**src/rtl/feature_mem_writer_pkg.sv**
```systemverilog
// Shared definitions for the feature memory writer and reader counter.
// State encoding and default widths are common to both sides.
package feature_mem_writer_pkg;

    localparam int DEF_DATA_WIDTH = 8;
    localparam int DEF_ADDR_WIDTH = 12;
    localparam int STATE_W        = 2;

    typedef enum logic [STATE_W-1:0] {
        ST_IDLE  = 2'd0,
        ST_WRITE = 2'd1,
        ST_DONE  = 2'd2
    } state_t;

endpackage

```
**src/rtl/feature_mem_writer.sv**
```systemverilog
// Streams words into the feature RAM at addresses 0..max_size.
// Optional checksum accumulator: FEATURE_WRITER_CHECKSUM_EN.
module feature_mem_writer
    import feature_mem_writer_pkg::*;
#(
    parameter int DATA_WIDTH = DEF_DATA_WIDTH,
    parameter int ADDR_WIDTH = DEF_ADDR_WIDTH
) (
    input  logic                  clk,
    input  logic                  reset,
    input  logic                  start,
    input  logic [ADDR_WIDTH-1:0] max_size,
    input  logic [DATA_WIDTH-1:0] i_data,
    input  logic                  i_valid,
    output logic                  o_ready,
    output logic                  o_wr_en,
    output logic [ADDR_WIDTH-1:0] o_wr_addr,
    output logic [DATA_WIDTH-1:0] o_wr_data,
    output logic                  o_busy,
`ifdef FEATURE_WRITER_CHECKSUM_EN
    output logic [DATA_WIDTH-1:0] o_checksum,
`endif
    output logic                  o_done
);

    state_t state;
    state_t state_nx;

    logic [ADDR_WIDTH-1:0] addr;
    logic [ADDR_WIDTH-1:0] last_addr;

    logic xfer;
    logic start_acc;
    logic last_xfer;

    // o_ready depends on the state register only
    assign xfer      = (state == ST_WRITE) && i_valid;
    assign start_acc = (state == ST_IDLE) && start;
    assign last_xfer = xfer && (addr == last_addr);

    // State register
    always_ff @(posedge clk) begin
        if (reset) begin
            state <= ST_IDLE;
        end else begin
            state <= state_nx;
        end
    end

    // Next-state selection
    always_comb begin
        state_nx = state;
        unique case (state)
            ST_IDLE: begin
                if (start) begin
                    state_nx = ST_WRITE;
                end
            end
            ST_WRITE: begin
                if (last_xfer) begin
                    state_nx = ST_DONE;
                end
            end
            ST_DONE: begin
                state_nx = ST_IDLE;
            end
            default: begin
                state_nx = ST_IDLE;
            end
        endcase
    end

    // Handshake and status outputs decoded from state
    always_comb begin
        o_ready = 1'b0;
        o_busy  = 1'b0;
        o_done  = 1'b0;
        unique case (state)
            ST_IDLE: begin
            end
            ST_WRITE: begin
                o_ready = 1'b1;
                o_busy  = 1'b1;
            end
            ST_DONE: begin
                o_done = 1'b1;
            end
            default: begin
            end
        endcase
    end

    // Address counter and registered write port
    always_ff @(posedge clk) begin
        if (reset) begin
            addr      <= '0;
            last_addr <= '0;
            o_wr_en   <= 1'b0;
            o_wr_addr <= '0;
            o_wr_data <= '0;
        end else begin
            o_wr_en <= xfer;
            if (start_acc) begin
                addr      <= '0;
                last_addr <= max_size;
            end
            if (xfer) begin
                o_wr_addr <= addr;
                o_wr_data <= i_data;
                // compare before increment: no wrap at full size
                if (!last_xfer) begin
                    addr <= addr + 1'b1;
                end
            end
        end
    end

`ifdef FEATURE_WRITER_CHECKSUM_EN
    // Modular sum of every word written in the burst
    always_ff @(posedge clk) begin
        if (reset) begin
            o_checksum <= '0;
        end else if (start_acc) begin
            o_checksum <= '0;
        end else if (xfer) begin
            o_checksum <= o_checksum + i_data;
        end
    end
`endif

endmodule

```
**config.mk**
```make
export PLATFORM = sky130hd
export DESIGN_NAME = feature_mem_writer
export DESIGN_NICKNAME = d
export VERILOG_FILES = /design/src/rtl/feature_mem_writer_pkg.sv /design/src/rtl/feature_mem_writer.sv
export SDC_FILE = /design/constraint.sdc
export NUM_CORES = 1
export LEC_CHECK = 0
export BUFFER_PORTS_ARGS = -buffer_cell sky130_fd_sc_hd__buf_2
export CAP_MARGIN = 20
export CELL_PAD_IN_SITES_DETAIL_PLACEMENT = 2
export CELL_PAD_IN_SITES_GLOBAL_PLACEMENT = 2
export CORE_ASPECT_RATIO = 0.8
export CORE_MARGIN = 5
export CORE_UTILIZATION = 32
export DETAILED_ROUTE_END_ITERATION = 16
export GPL_TIMING_DRIVEN = 1
export PLACE_DENSITY = 0.81
export SLEW_MARGIN = 20
export SYNTH_ARGS = -nofsm -noshare
export SYNTH_HDL_FRONTEND = slang
export SYNTH_SLANG_ARGS = --single-unit
```
**constraint.sdc**
```tcl
create_clock -name clk -period 4 [get_ports clk]
set_clock_uncertainty 0.2 [all_clocks]
set_input_delay 0.6 -clock clk [delete_from_list [all_inputs] [get_ports clk]]
set_output_delay 0.6 -clock clk [all_outputs]
set_load 0.03 [all_outputs]
```
==> flow_summary.toml <==
[status]
status = "finished clean"

[logic_synthesis]
netlist_instances = 257
synthFlopType = "dfxtp_1"
ys_async_sr_fraction = 0
synth_edf_count = 0
yosysWarningCount = 0
synth_nets = 282
yosysUniqueCellTypes = 35
ys_ff_latch = 47
synth_top_area_share = 0.458
yosysSeqAreaShare = 0.458
syn-cell-area_sq_mm = 0.00205
yosysTopAreaCell = "dfxtp_1"
avgSynthCellArea_sq_um = 7.99
ys_top_cells_by_area = "dfxtp_1, nand2_1, a21oi_1, xor2_1, nand3_1"

[grt]
grt_pass1_wl_um = 10000
grt_pass1_vias = 2037
antenna_found_initial = 0
grt_util_met1 = 0.196
met2_usage = 0.270
overflow = 0
grt_max_degree = 54
grt_usage = 0.156
grt_busiest_layer = "met2"
use_met3 = 0.0357

[route]
wl_um = 5950
drt-pass1-iter-count = 4
drtIter0Drc = 46
drc = 0
vias = 1914
detail_route.wl_per_cell_um = 15.7
postRouteAntennaNets = 0
viasPerCell = 5.06

[floorplan]
num_rows = 26
core_area_sq_mm = 0.00631
chipWidth_um = 99.6
die_y_um = 81.6
die-area_sq_mm = 0.00813
initial_core_util = 0.325
io_pins = 48

[clocking]
cts_htree_levels = 2
cts_buffers = 5
clk_transition_reported_paths_ns = 0.09
worst_skew_pair.late_latency_ns = 0.31
cts_hold_buf = 0
clockBufferDepth = 2
clock_tree.root_cell = "clkbuf_8"
cts_num_sinks = 47
postCtsSetupRepairBufs = 0
cts_tree = "built"
cts_resized = 0

[final_layout]
antenna_cells = 0
n_fill_cell = 755
area.sequential_sq_um = 941
multi_input_area_sq_mm = 0.00101
nNetsFinal = 318
final_util = 0.384
final_cell_mix = "nand2_1, dfxtp_1, buf_2"
areaGrowthSynthToFinish_pct = 18.2
layout_commonest_cell = "nand2_1"
layout-drive-gt1-share = 0.207

[critical_path]
r2r_cells = 6
crit_arrival_ns = 2.22
critical_path_class = "reg2reg"
worstPathMaxFanout = 32
worstPathRequired_ns = 4.03
timing.rr.start = "state[0]$_SDFFE_PP0P_"
startpoint_type = "flip-flop"
crit_start = "state[0]$_SDFFE_PP0P_"
endpoint_kind = "flip-flop"

[placed_design]
dp_hpwl_um = 4200
io_buffers = 47
place_congestion = 0.761

[sta]
max_freq_ghz = 0.456
grt_setup_unrepaired = "no"
hold_violations = 0
holdWs_ns = 0.260
period_needed_ns = 2.19
final-setup-viol-count = 0
worst_pin_slew_ns = 0.945
fin_setup_tns_ns = 0
slew_headroom = 0.370
drv_slew = 0
period_share = 0.548

[power]
peakVddDrop_mv = 0.149
p_per_area_mw_per_mm2 = 404
finalPower_w = 0.000981
p_leak_nw = 0.990

[worst_hold_path]
holdPathStages = 2
hp-start = "o_wr_addr[4]$_SDFFE_PP0N_"
holdCritPathClass = "reg2reg"

[run]
maxCapViolations = 0
==> synthesized netlist by cell type (2+ instances only) <==
master    number
nor2b_1        2
inv_1          2
and4_1         2
buf_2          2
a31oi_1        6
xor2_1        12
buf_6          2
nor2_1         3
o21ai_1        4
nand2_1       70
nand2b_1       4
o21ai_0        7
nor4b_1        4
nor4_2         2
clkbuf_1      12
nand3_1       13
buf_1          2
or3_1          2
and3_1         3
nor3_1         4
dfxtp_1       47
nand3b_1       2
and2_1         2
a21oi_1       37
==> critical path, cell delays in order (launching register included) <==
cell and delay (ns):
dfxtp_1 0.36, nor2b_1 0.29, nand2_1 0.10, buf_4 0.25
a31oi_1 0.56, o21ai_0 0.19, a21oi_1 0.17
==> power by group <==
group	switching (W)	internal, W	leakage [nW]	total, W
registers	0.00000991	0.000482	0.381	0.000492
logic	0.0000797	0.0000361	0.547	0.000116
clock network	0.000171	0.000203	0.0612	0.000373
==> flip-flops by register name (all words and copies together), names as in the netlist <==
| register | cells |
|---|---|
| last_addr | 12 |
| addr | 12 |
| o_wr_en | 1 |
| o_wr_addr | 12 |
| state | 2 |
| o_wr_data | 8 |
==> kinds of logic after synthesis <==
family / share of synthesized area
and+or+nand+nor: 0.289
buffers and inverters: 0.0488
AOI/OAI and AO/OA: 0.147
DFF: 0.458
adders and majority gates: 0.00609
xor gates and xnor gates: 0.0512
==> per-stage QoR <==
stage,instance area (sq um),setup WS [ns],std cells
5_1_grt,2430,1.61,378
6_report,2430,1.81,378
3_5_place_dp,2310,1.75,370
4_1_cts,2430,1.74,378
3_3_place_gp,2310,1.83,370
2_1_floorplan,2050,1.86,257
==> path summary, 6_finish.rpt <==
| check | to | slack (ns) |
|---|---|---|
| setup / recovery | addr[10]$_SDFF_PP0_ | 1.81 |
| hold / removal | o_wr_addr[4]$_SDFFE_PP0N_ | 0.26 |
| setup reg to reg | addr[10]$_SDFF_PP0_ | 1.81 |
| hold reg to reg | o_wr_addr[4]$_SDFFE_PP0N_ | 0.26 |
==> area by class of cell <==
| type | instances | area share |
|---|---|---|
| tap | 84 | 0.0433 |
| clock inverter | 2 | 0.0144 |
| multi-input combinational | 189 | 0.417 |
| clock buffer | 6 | 0.0340 |
| sequential | 47 | 0.388 |
| inverter | 2 | 0.00309 |
| timing repair buffer | 48 | 0.100 |
==> routing by layer <==
metal / vias up / share of wire
met5: - / 0
met4: 0 / 0.011
met3: 7 / 0.040
met2: 38 / 0.47
met1: 925 / 0.48
li1: 944 / -
No activity file was read; power rests on OpenSTA's default activity.
